`config.mk`:
```
export PLATFORM = sky130hd
export DESIGN_NAME = instruction_fetcher_flat
export DESIGN_NICKNAME = d
export VERILOG_FILES = /design/src/rtl/instruction_fetcher_if.sv /design/src/rtl/instruction_fetcher.sv /design/src/flat_wrapper.sv
export SDC_FILE = /design/constraint.sdc
export NUM_CORES = 1
export LEC_CHECK = 0
export CAP_MARGIN = 20
export CELL_PAD_IN_SITES_DETAIL_PLACEMENT = 1
export CELL_PAD_IN_SITES_GLOBAL_PLACEMENT = 1
export CORE_ASPECT_RATIO = 1.1
export CORE_MARGIN = 2
export CORE_UTILIZATION = 33
export CTS_CLUSTER_DIAMETER = 50
export DETAILED_ROUTE_END_ITERATION = 8
export GPL_TIMING_DRIVEN = 0
export PLACE_DENSITY_LB_ADDON = 0.12
export SKIP_LAST_GASP = 1
export SLEW_MARGIN = 20
export SYNTH_ARGS = -nofsm -noshare
export SYNTH_HDL_FRONTEND = slang
export SYNTH_SLANG_ARGS = --single-unit
```
`constraint.sdc`:
```
create_clock -name clk -period 2.5 [get_ports clk]
set_input_delay 0.5 -clock clk [delete_from_list [all_inputs] [get_ports clk]]
set_output_delay 0.5 -clock clk [all_outputs]
set_load 0.02 [all_outputs]
```
`src/rtl/instruction_fetcher_if.sv`:
```
// ----------------------------------------------------------------------------
// instruction_fetcher_if
// Bundles the fetcher's control, instruction-memory and decoder-handshake
// signals.
//   master : the fetcher side (drives the memory strobe/address, the decoder
//            start/instruction, and the status outputs)
//   slave  : the environment side (drives run/base_addr, memory read data and
//            decoder_ready)
// Signals:
//   run, base_addr          start request and first fetch address
//   imem_rd_en, imem_addr   memory read strobe/address
//   imem_data               read data, valid one cycle after imem_rd_en
//   instruction_out         instruction held for the decoder
//   decoder_start           one-cycle start pulse
//   decoder_ready           one-cycle completion pulse
//   pc, instr_count         fetch address and issued-instruction count
//   busy, halted            status
// ----------------------------------------------------------------------------
interface instruction_fetcher_if #(
    parameter int WIDTH      = 32,
    parameter int ADDR_WIDTH = 8
);
    logic                  run;
    logic [ADDR_WIDTH-1:0] base_addr;
    logic                  imem_rd_en;
    logic [ADDR_WIDTH-1:0] imem_addr;
    logic [WIDTH-1:0]      imem_data;
    logic [WIDTH-1:0]      instruction_out;
    logic                  decoder_start;
    logic                  decoder_ready;
    logic [ADDR_WIDTH-1:0] pc;
    logic [15:0]           instr_count;
    logic                  busy;
    logic                  halted;

    modport master (
        input  run, base_addr, imem_data, decoder_ready,
        output imem_rd_en, imem_addr, instruction_out, decoder_start,
               pc, instr_count, busy, halted
    );

    modport slave (
        output run, base_addr, imem_data, decoder_ready,
        input  imem_rd_en, imem_addr, instruction_out, decoder_start,
               pc, instr_count, busy, halted
    );
endinterface

```
`src/rtl/instruction_fetcher.sv`:
```
// ----------------------------------------------------------------------------
// instruction_fetcher
// Walks instruction memory from base_addr, reads one instruction per step and
// hands it to the decoder over its start/ready handshake. Stops on an
// instruction whose top byte equals HALT_OPCODE; that instruction is latched
// but never issued.
// Ports:
//   clk    rising-edge clock
//   reset  asynchronous, active-low
//   bus    instruction_fetcher_if.master (see interface header)
//
// state    | meaning
// ---------+--------------------------------------------------------------
// IDLE     | after reset, waiting for run
// FETCH    | read strobe out, imem_addr = pc
// LATCH    | capture read data; halt opcode -> HALT, otherwise -> ISSUE
// ISSUE    | decoder_start high for this one cycle
// WAIT_DEC | hold instruction, wait for decoder_ready
// HALT     | halt opcode seen; pc/count held; run restarts from base_addr
// ----------------------------------------------------------------------------
module instruction_fetcher #(
    parameter int                 BYTE_BITS   = 8,
    parameter int                 WIDTH       = 4 * BYTE_BITS,
    parameter int                 ADDR_WIDTH  = 8,
    parameter logic [BYTE_BITS-1:0] HALT_OPCODE = 8'hFF
) (
    input  logic                  clk,
    input  logic                  reset,
    instruction_fetcher_if.master bus
);

    typedef enum logic [2:0] {
        S_IDLE     = 3'd0,
        S_FETCH    = 3'd1,
        S_LATCH    = 3'd2,
        S_ISSUE    = 3'd3,
        S_WAIT_DEC = 3'd4,
        S_HALT     = 3'd5
    } state_t;

    state_t                state_q, state_d;
    logic [ADDR_WIDTH-1:0] pc_q, pc_d;
    logic [15:0]           count_q, count_d;
    logic [WIDTH-1:0]      instr_q, instr_d;

    always_ff @(posedge clk or negedge reset) begin
        if (!reset) begin
            state_q <= S_IDLE;
            pc_q    <= '0;
            count_q <= '0;
            instr_q <= '0;
        end else begin
            state_q <= state_d;
            pc_q    <= pc_d;
            count_q <= count_d;
            instr_q <= instr_d;
        end
    end

    always_comb begin
        state_d = state_q;
        pc_d    = pc_q;
        count_d = count_q;
        instr_d = instr_q;
        case (state_q)
            S_IDLE, S_HALT: begin
                if (bus.run) begin
                    pc_d    = bus.base_addr;
                    count_d = '0;
                    state_d = S_FETCH;
                end
            end
            S_FETCH: state_d = S_LATCH;
            S_LATCH: begin
                instr_d = bus.imem_data;
                if (bus.imem_data[WIDTH-1 -: BYTE_BITS] == HALT_OPCODE) begin
                    state_d = S_HALT;
                end else begin
                    state_d = S_ISSUE;
                end
            end
            S_ISSUE: state_d = S_WAIT_DEC;
            S_WAIT_DEC: begin
                if (bus.decoder_ready) begin
                    // pc wraps naturally; the count sticks at all-ones
                    pc_d    = pc_q + ADDR_WIDTH'(1);
                    count_d = (count_q == 16'hFFFF) ? count_q : count_q + 16'd1;
                    state_d = S_FETCH;
                end
            end
            default: state_d = S_IDLE;
        endcase
    end

    assign bus.imem_rd_en      = (state_q == S_FETCH);
    assign bus.decoder_start   = (state_q == S_ISSUE);
    assign bus.halted          = (state_q == S_HALT);
    assign bus.busy            = (state_q == S_FETCH) || (state_q == S_LATCH) ||
                                 (state_q == S_ISSUE) || (state_q == S_WAIT_DEC);
    assign bus.imem_addr       = pc_q;
    assign bus.pc              = pc_q;
    assign bus.instr_count     = count_q;
    assign bus.instruction_out = instr_q;

endmodule

```
`src/flat_wrapper.sv`:
```
// flat-port wrapper written by rule: the top's interface ports become plain ports
module instruction_fetcher_flat 
#(
    parameter int                 BYTE_BITS   = 8,
    parameter int                 WIDTH       = 4 * BYTE_BITS,
    parameter int                 ADDR_WIDTH  = 8,
    parameter logic [BYTE_BITS-1:0] HALT_OPCODE = 8'hFF
)
  (clk, reset, bus_run, bus_base_addr, bus_imem_data, bus_decoder_ready, bus_imem_rd_en, bus_imem_addr, bus_instruction_out, bus_decoder_start, bus_pc, bus_instr_count, bus_busy, bus_halted);
  instruction_fetcher_if #(.WIDTH(WIDTH), .ADDR_WIDTH(ADDR_WIDTH)) bus_i ();
  input  logic clk;
  input  logic reset;
  input wire logic [$bits(bus_i.run)-1:0] bus_run;
  input wire logic [$bits(bus_i.base_addr)-1:0] bus_base_addr;
  input wire logic [$bits(bus_i.imem_data)-1:0] bus_imem_data;
  input wire logic [$bits(bus_i.decoder_ready)-1:0] bus_decoder_ready;
  output wire logic [$bits(bus_i.imem_rd_en)-1:0] bus_imem_rd_en;
  output wire logic [$bits(bus_i.imem_addr)-1:0] bus_imem_addr;
  output wire logic [$bits(bus_i.instruction_out)-1:0] bus_instruction_out;
  output wire logic [$bits(bus_i.decoder_start)-1:0] bus_decoder_start;
  output wire logic [$bits(bus_i.pc)-1:0] bus_pc;
  output wire logic [$bits(bus_i.instr_count)-1:0] bus_instr_count;
  output wire logic [$bits(bus_i.busy)-1:0] bus_busy;
  output wire logic [$bits(bus_i.halted)-1:0] bus_halted;
  assign bus_i.run = bus_run;
  assign bus_i.base_addr = bus_base_addr;
  assign bus_i.imem_data = bus_imem_data;
  assign bus_i.decoder_ready = bus_decoder_ready;
  assign bus_imem_rd_en = bus_i.imem_rd_en;
  assign bus_imem_addr = bus_i.imem_addr;
  assign bus_instruction_out = bus_i.instruction_out;
  assign bus_decoder_start = bus_i.decoder_start;
  assign bus_pc = bus_i.pc;
  assign bus_instr_count = bus_i.instr_count;
  assign bus_busy = bus_i.busy;
  assign bus_halted = bus_i.halted;
  instruction_fetcher #(.BYTE_BITS(BYTE_BITS), .WIDTH(WIDTH), .ADDR_WIDTH(ADDR_WIDTH), .HALT_OPCODE(HALT_OPCODE)) u_core (.clk(clk), .reset(reset), .bus(bus_i));
endmodule
```
After elaboration in Yosys (flattened, before gate mapping)
Cells that the tools add are included.
Cells by class
  $add $sub $neg: 2
  eq/ne operators: 10
  muxes and demuxes: 11
  reductions and logical operators: 9
Operators by type and width (count)
  2-to-1 mux 16 bit: 3
  one-hot mux 16 bit (2 select lines): 1
  adder 16 x 1 -> 16 bit (second input constant): 1
  equality test 16 bit (second input constant): 1
  2-to-1 mux 8 bit: 2
  one-hot mux 8 bit (2 select lines): 1
  one-hot mux 3 bit (5 select lines): 1
  2-to-1 mux 3 bit: 3
  adder 8 x 1 -> 8 bit (second input constant): 1
  equality test 8 bit (second input constant): 1
  equality test 3 x 2 -> 1 bit (second input constant): 2
  equality test 3 bit (second input constant): 2
  != test 2 bit (second input constant): 3
  AND reduction 4 bit: 1
  equality test 3 x 1 -> 1 bit (second input constant): 1
  zero test 3 bit: 1
  logical OR 1 bit: 3
  AND reduction 3 bit: 1
  AND reduction 2 bit: 1
  nonzero test 2 bit: 1
  OR reduction 2 bit: 1
Storage, ports and cells
  register bits: 59
  bits of input ports: 44
  word-level logic and storage cells: 36

Logic depth before layout (Yosys ltp)
Gate-level depths: netlist of run 1.
  depth in word-level cells: 4
  gate-level depth with buffers: 6
  depth with buffers taken out: 5

Least setup slack after synthesis of run 1
OpenSTA, ideal clock, no wires.
  path kind: flip-flop to flip-flop
  from: register u_core.count_q[0] (netlist: u_core.bus.instr_count[0])
  to: register u_core.count_q[6] (netlist: u_core.bus.instr_count[6])
  library setup time: 0.133 ns
  arrival time: 1.760 ns
  data required time: 2.367 ns
  setup slack: 0.607 ns
  stages on the path, launching flop included: 7
  path buffers: 1
  clock period less this slack: 1.893 ns
  cells stage by stage: dfrtp_1 > ha_1 > nand4_2 > or4_1 > buf_2 > a32oi_1 > nand2_1
On the way
  cells in the longest elaborated chain, start to end: 4
Ends and longest elaborated chain
  start: declaration: line instruction_fetcher.sv:43  | logic [15:0] count_q, count_d;
  start signal: assignment: line instruction_fetcher.sv:55  | count_q <= count_d;
  adder 16 x 1 -> 16 bit: line instruction_fetcher.sv:87  | count_d = (count_q == 16'hFFFF) ? count_q : count_q + 16'd1;
  2-to-1 mux 16 bit: line instruction_fetcher.sv:87
  2-to-1 mux 16 bit: line instruction_fetcher.sv:84  | if (bus.decoder_ready) begin
  one-hot mux 16 bit (2 select lines): line instruction_fetcher.sv:65  | case (state_q)
Parallel ways exist; a longest one is shown, timed or not. The select of a mux whose other input is x is not followed.
A chain may end at the register's enable or synchronous reset.

Worst setup path after layout of run 1
  from: register u_core.state_q[0]
  to: output bus_busy
On the way
  cells in the longest elaborated chain, start to end: 4
Ends and longest elaborated chain
  start: declaration: line instruction_fetcher.sv:41  | state_t state_q, state_d;
  start signal: assignment: line instruction_fetcher.sv:53  | state_q <= state_d;
  equality test 3 x 1 -> 1 bit or equality test 3 x 2 -> 1 bit (tied branches): line instruction_fetcher.sv:98  | assign bus.busy = (state_q == S_FETCH) || (state_q == S_LATCH) ||
  logical OR 1 bit (2 in a row): line instruction_fetcher.sv:98
  logical OR 1 bit *: line instruction_fetcher.sv:99  | (state_q == S_ISSUE) || (state_q == S_WAIT_DEC);
  end: declaration: line flat_wrapper.sv:23  | output wire logic [$bits(bus_i.busy)-1:0] bus_busy;
Mark *: on every way between the ends. The rest lies on a longest branch, timed or not.

==> results.yml, run 1 <==
final_layout:
  final_net_count: 441
  area_growth_pct: 51.36
  fin_area_sq_um: 4521
  drive_above_1_share: 0.2075
  fill_cells: 990
  seqCellArea_sq_um: 1476
  multiInputGateArea_sq_um: 1321
  num_antenna_cells: 0
power_and_ir_drop:
  pwr-share-seq: 0.284
  pwr-share-clk: 0.198
  p_sw_mw: 2.053
  finalPower_mw: 5.537
  power_density_nw_per_um2: 1225
  netSwitchingFraction: 0.3707
  comb_power_share: 0.518
  p_leak_nw: 1.885
  cellInternalPower_mw: 3.485
  ir_worst_vdd_v: 0.0007368
setup_path:
  crit_type: "reg2out"
  path_max_fanout: 10
  worstPathRequired_ns: 2.00
  critPathLaunchType: "register"
  endpoint_kind: "primary output"
  arrival_ns: 1.79
status:
  run_status: "finished clean"
floorplan:
  fp-row-count: 36
  dieArea_sq_um: 9828
  ios: 112
  chipHeight_um: 103.8
  core_sq_um: 8828
  die_x_um: 94.71
  start_util: 0.3383
clocking:
  postCtsSetupRepairBufs: 0
  path_clk_slew_ns: 0.07
  clock_path_buffers: 2
  clock_sinks: 59
  ctsHtreeMaxLevel: 3
  root_buffer: "clkbuf_8"
  cts_tree: "done"
  cts_buffers: 9
  clock_latency_ns: 0.34
drt:
  ant_nets: 0
  wirelength_mm: 8.622
  drc: 0
  via_per_inst: 5.165
  first_iter_violations: 92
  vias: 2655
  wire_per_inst_um: 16.77
  first_pass_iters: 5
logic_synthesis:
  synth-seq-area-share: 0.4943
  synth_top_area_share: 0.4943
  synthTopCellsByArea: "dfrtp_1 49%, mux2_2 12%, nand3_1 2.3%"
  synth_enable_flop_cells: 0
  ys.flop_type: "dfrtp_1"
  synth_commonest_cells: "59 x dfrtp_1, 33 x mux2_2, 17 x nand2_1, 14 x nand3_1, 13 x nor2_1"
  synth_cells: 272
  synth_cell_types: 55
  synth_warnings: 0
  syn_nets: 318
  synth_most_common_cell: "dfrtp_1"
  syn_area_sq_um: 2987
  synth.avg_cell_area_sq_um: 10.98
  async_reset_ff_frac: 1.000
  ys_seq_elements: 59
  synth_top_area_cell: "dfrtp_1"
grt:
  grt_max_degree: 43
  grt_overflow_total: 0
  antenna_found_initial: 0
  grt_pass1_vias: 2953
  grt_pass1_wl_mm: 14.74
  gr-usage-all-layers: 0.1890
sta:
  tightestPinTransition_ns: 0.5318
  relSlewSlack: 0.6425
  fin_crit_ns: 2.291
  hold_ws_ns: 0.04202
  fmax_ghz: 0.4366
  fin_skew_ns: 0.009626
  rsz0062_at_grt: "no"
  min_period_over_period: 0.9163
  finalMaxSlewViolations: 0
  setup-violations-final: 0
  hold_viol_final: 0
place:
  numPortBuffers: 111
  gp_congestion: 0.8053
  place_area_sq_um: 4265
  dpl.hpwl_mm: 6.218
run:
  cap_violations: 0
worst_hold_path:
  worst_hold_path_type: "in2async"
[timing repair]
action	in CTS	in global routing
hold buffers	0	0
endpoints found under the setup margin	0	2
resized for setup	0	2
[metrics by stage]
stage / utilization / cells / TNS (ns) / setup WS [ns]
global placement: 0.4803 / 497 / -71.05 / -1.210
detailed placement: 0.4831 / 498 / 0 / 0.07291
finish: 0.5120 / 514 / 0 / 0.2093
CTS: 0.5115 / 514 / 0 / 0.008714
floorplan: - / 272 / 0 / 0.6067
global route: 0.5120 / 514 / 0 / 0.06894
[kinds of logic (layout without fill, tap and decap cells)]
| family | count (synthesis) | in the layout | share of synthesized area |
|---|---|---|---|
| compound gates | 56 | 56 | 0.1286 |
| buf+inv | 32 | 160 | 0.06326 |
| mux | 35 | 35 | 0.1311 |
| simple gates | 87 | 87 | 0.1713 |
| fa+ha+maj | 2 | 2 | 0.008377 |
| flops | 59 | 59 | 0.4943 |
| xor+xnor | 1 | 1 | 0.002933 |
[layout by cell type, fill, tap and decap left out, drive strengths merged, types with 3 or more instances in the layout]
cell,Yosys,routed
a2bb2oi,3,3
nor2,13,13
or4,5,5
a31oi,4,4
nor3,7,7
bufinv,0,3
a21oi,9,9
nor4,4,4
inv,8,8
nand4,9,9
o211ai,6,6
nand2,17,17
o21ai,12,12
and2,3,3
clkbuf,2,12
dfrtp,59,59
clkinv,0,3
nand3,14,14
nand2b,3,3
clkdlybuf4s50,0,108
mux2,33,33
nor3b,3,3
a32oi,3,3
buf,22,24
[state kept, by name (all words and copies together) (netlist names)]
register                    cells
u_core.state_q                  3
u_core.bus.imem_addr            8
u_core.bus.instruction_out     32
u_core.bus.instr_count         16
[metal layers]
metal / GRT usage / vias to the layer above / part of all wire
met5: 0 / - / 0
met4: 0.05901 / 0 / 0.013
li1: - / 1245 / -
met2: 0.3040 / 95 / 0.49
met3: 0.07709 / 8 / 0.087
met1: 0.2294 / 1307 / 0.41
[power by group through the flow]
stage                     registers (mW)  logic [mW]  clock network (mW)
after CTS                           1.58        2.92                1.13
final                               1.57        2.87                1.09
after floorplan                     1.98        1.24                   0
after global placement              1.57        2.86                   0
after global routing                1.64        3.11                1.17
after detailed placement            1.59        2.90                   0
[worst max-delay path: stages (launching register included)]
cell	delay, ns
dfrtp_1	0.36
buf_2	0.17
nor2_1	0.17
xnor2_1	0.13
clkdlybuf4s50_1	0.62
[worst paths after layout]
path | from | endpoint | slack (ns) | depth (start not counted)
max in group asynchronous | reset | u_core.bus.instruction_out[3] | 1.95 | 2
worst max register to register | u_core.bus.instr_count[1] | u_core.bus.instr_count[0] | 0.39 | 6
worst min register to register | u_core.bus.instruction_out[22] | u_core.bus.instruction_out[22] | 0.51 | 1
min in group clk | u_core.bus.instruction_out[22] | u_core.bus.instruction_out[22] | 0.51 | 1
worst min-delay path | reset | u_core.bus.imem_addr[4] | 0.04 | 1
worst max-delay path | u_core.state_q[0] | bus_busy | 0.21 | 4
[layout make-up]
cell class	count	share of cell area
flip-flops and latches	59	0.3266
inverters	8	0.006643
well taps	114	0.03155
multi-input cells	181	0.2923
plain buffers	24	0.03515
repair buffers	112	0.2524
clock inverters	6	0.02491
clock buffers	10	0.03045
Power figures use the tool's default switching activity.
==> run 2: changes to the inputs <==
--- a/config.mk
+++ b/config.mk
@@ -12,6 +12,7 @@
 export CORE_MARGIN = 2
 export CORE_UTILIZATION = 33
 export CTS_CLUSTER_DIAMETER = 50
+export CTS_CLUSTER_SIZE = 20
 export DETAILED_ROUTE_END_ITERATION = 8
 export GPL_TIMING_DRIVEN = 0
 export PLACE_DENSITY_LB_ADDON = 0.12
==> results of run 2 <==
No change in the layout: final DEF, timing and power equal those of run 1.
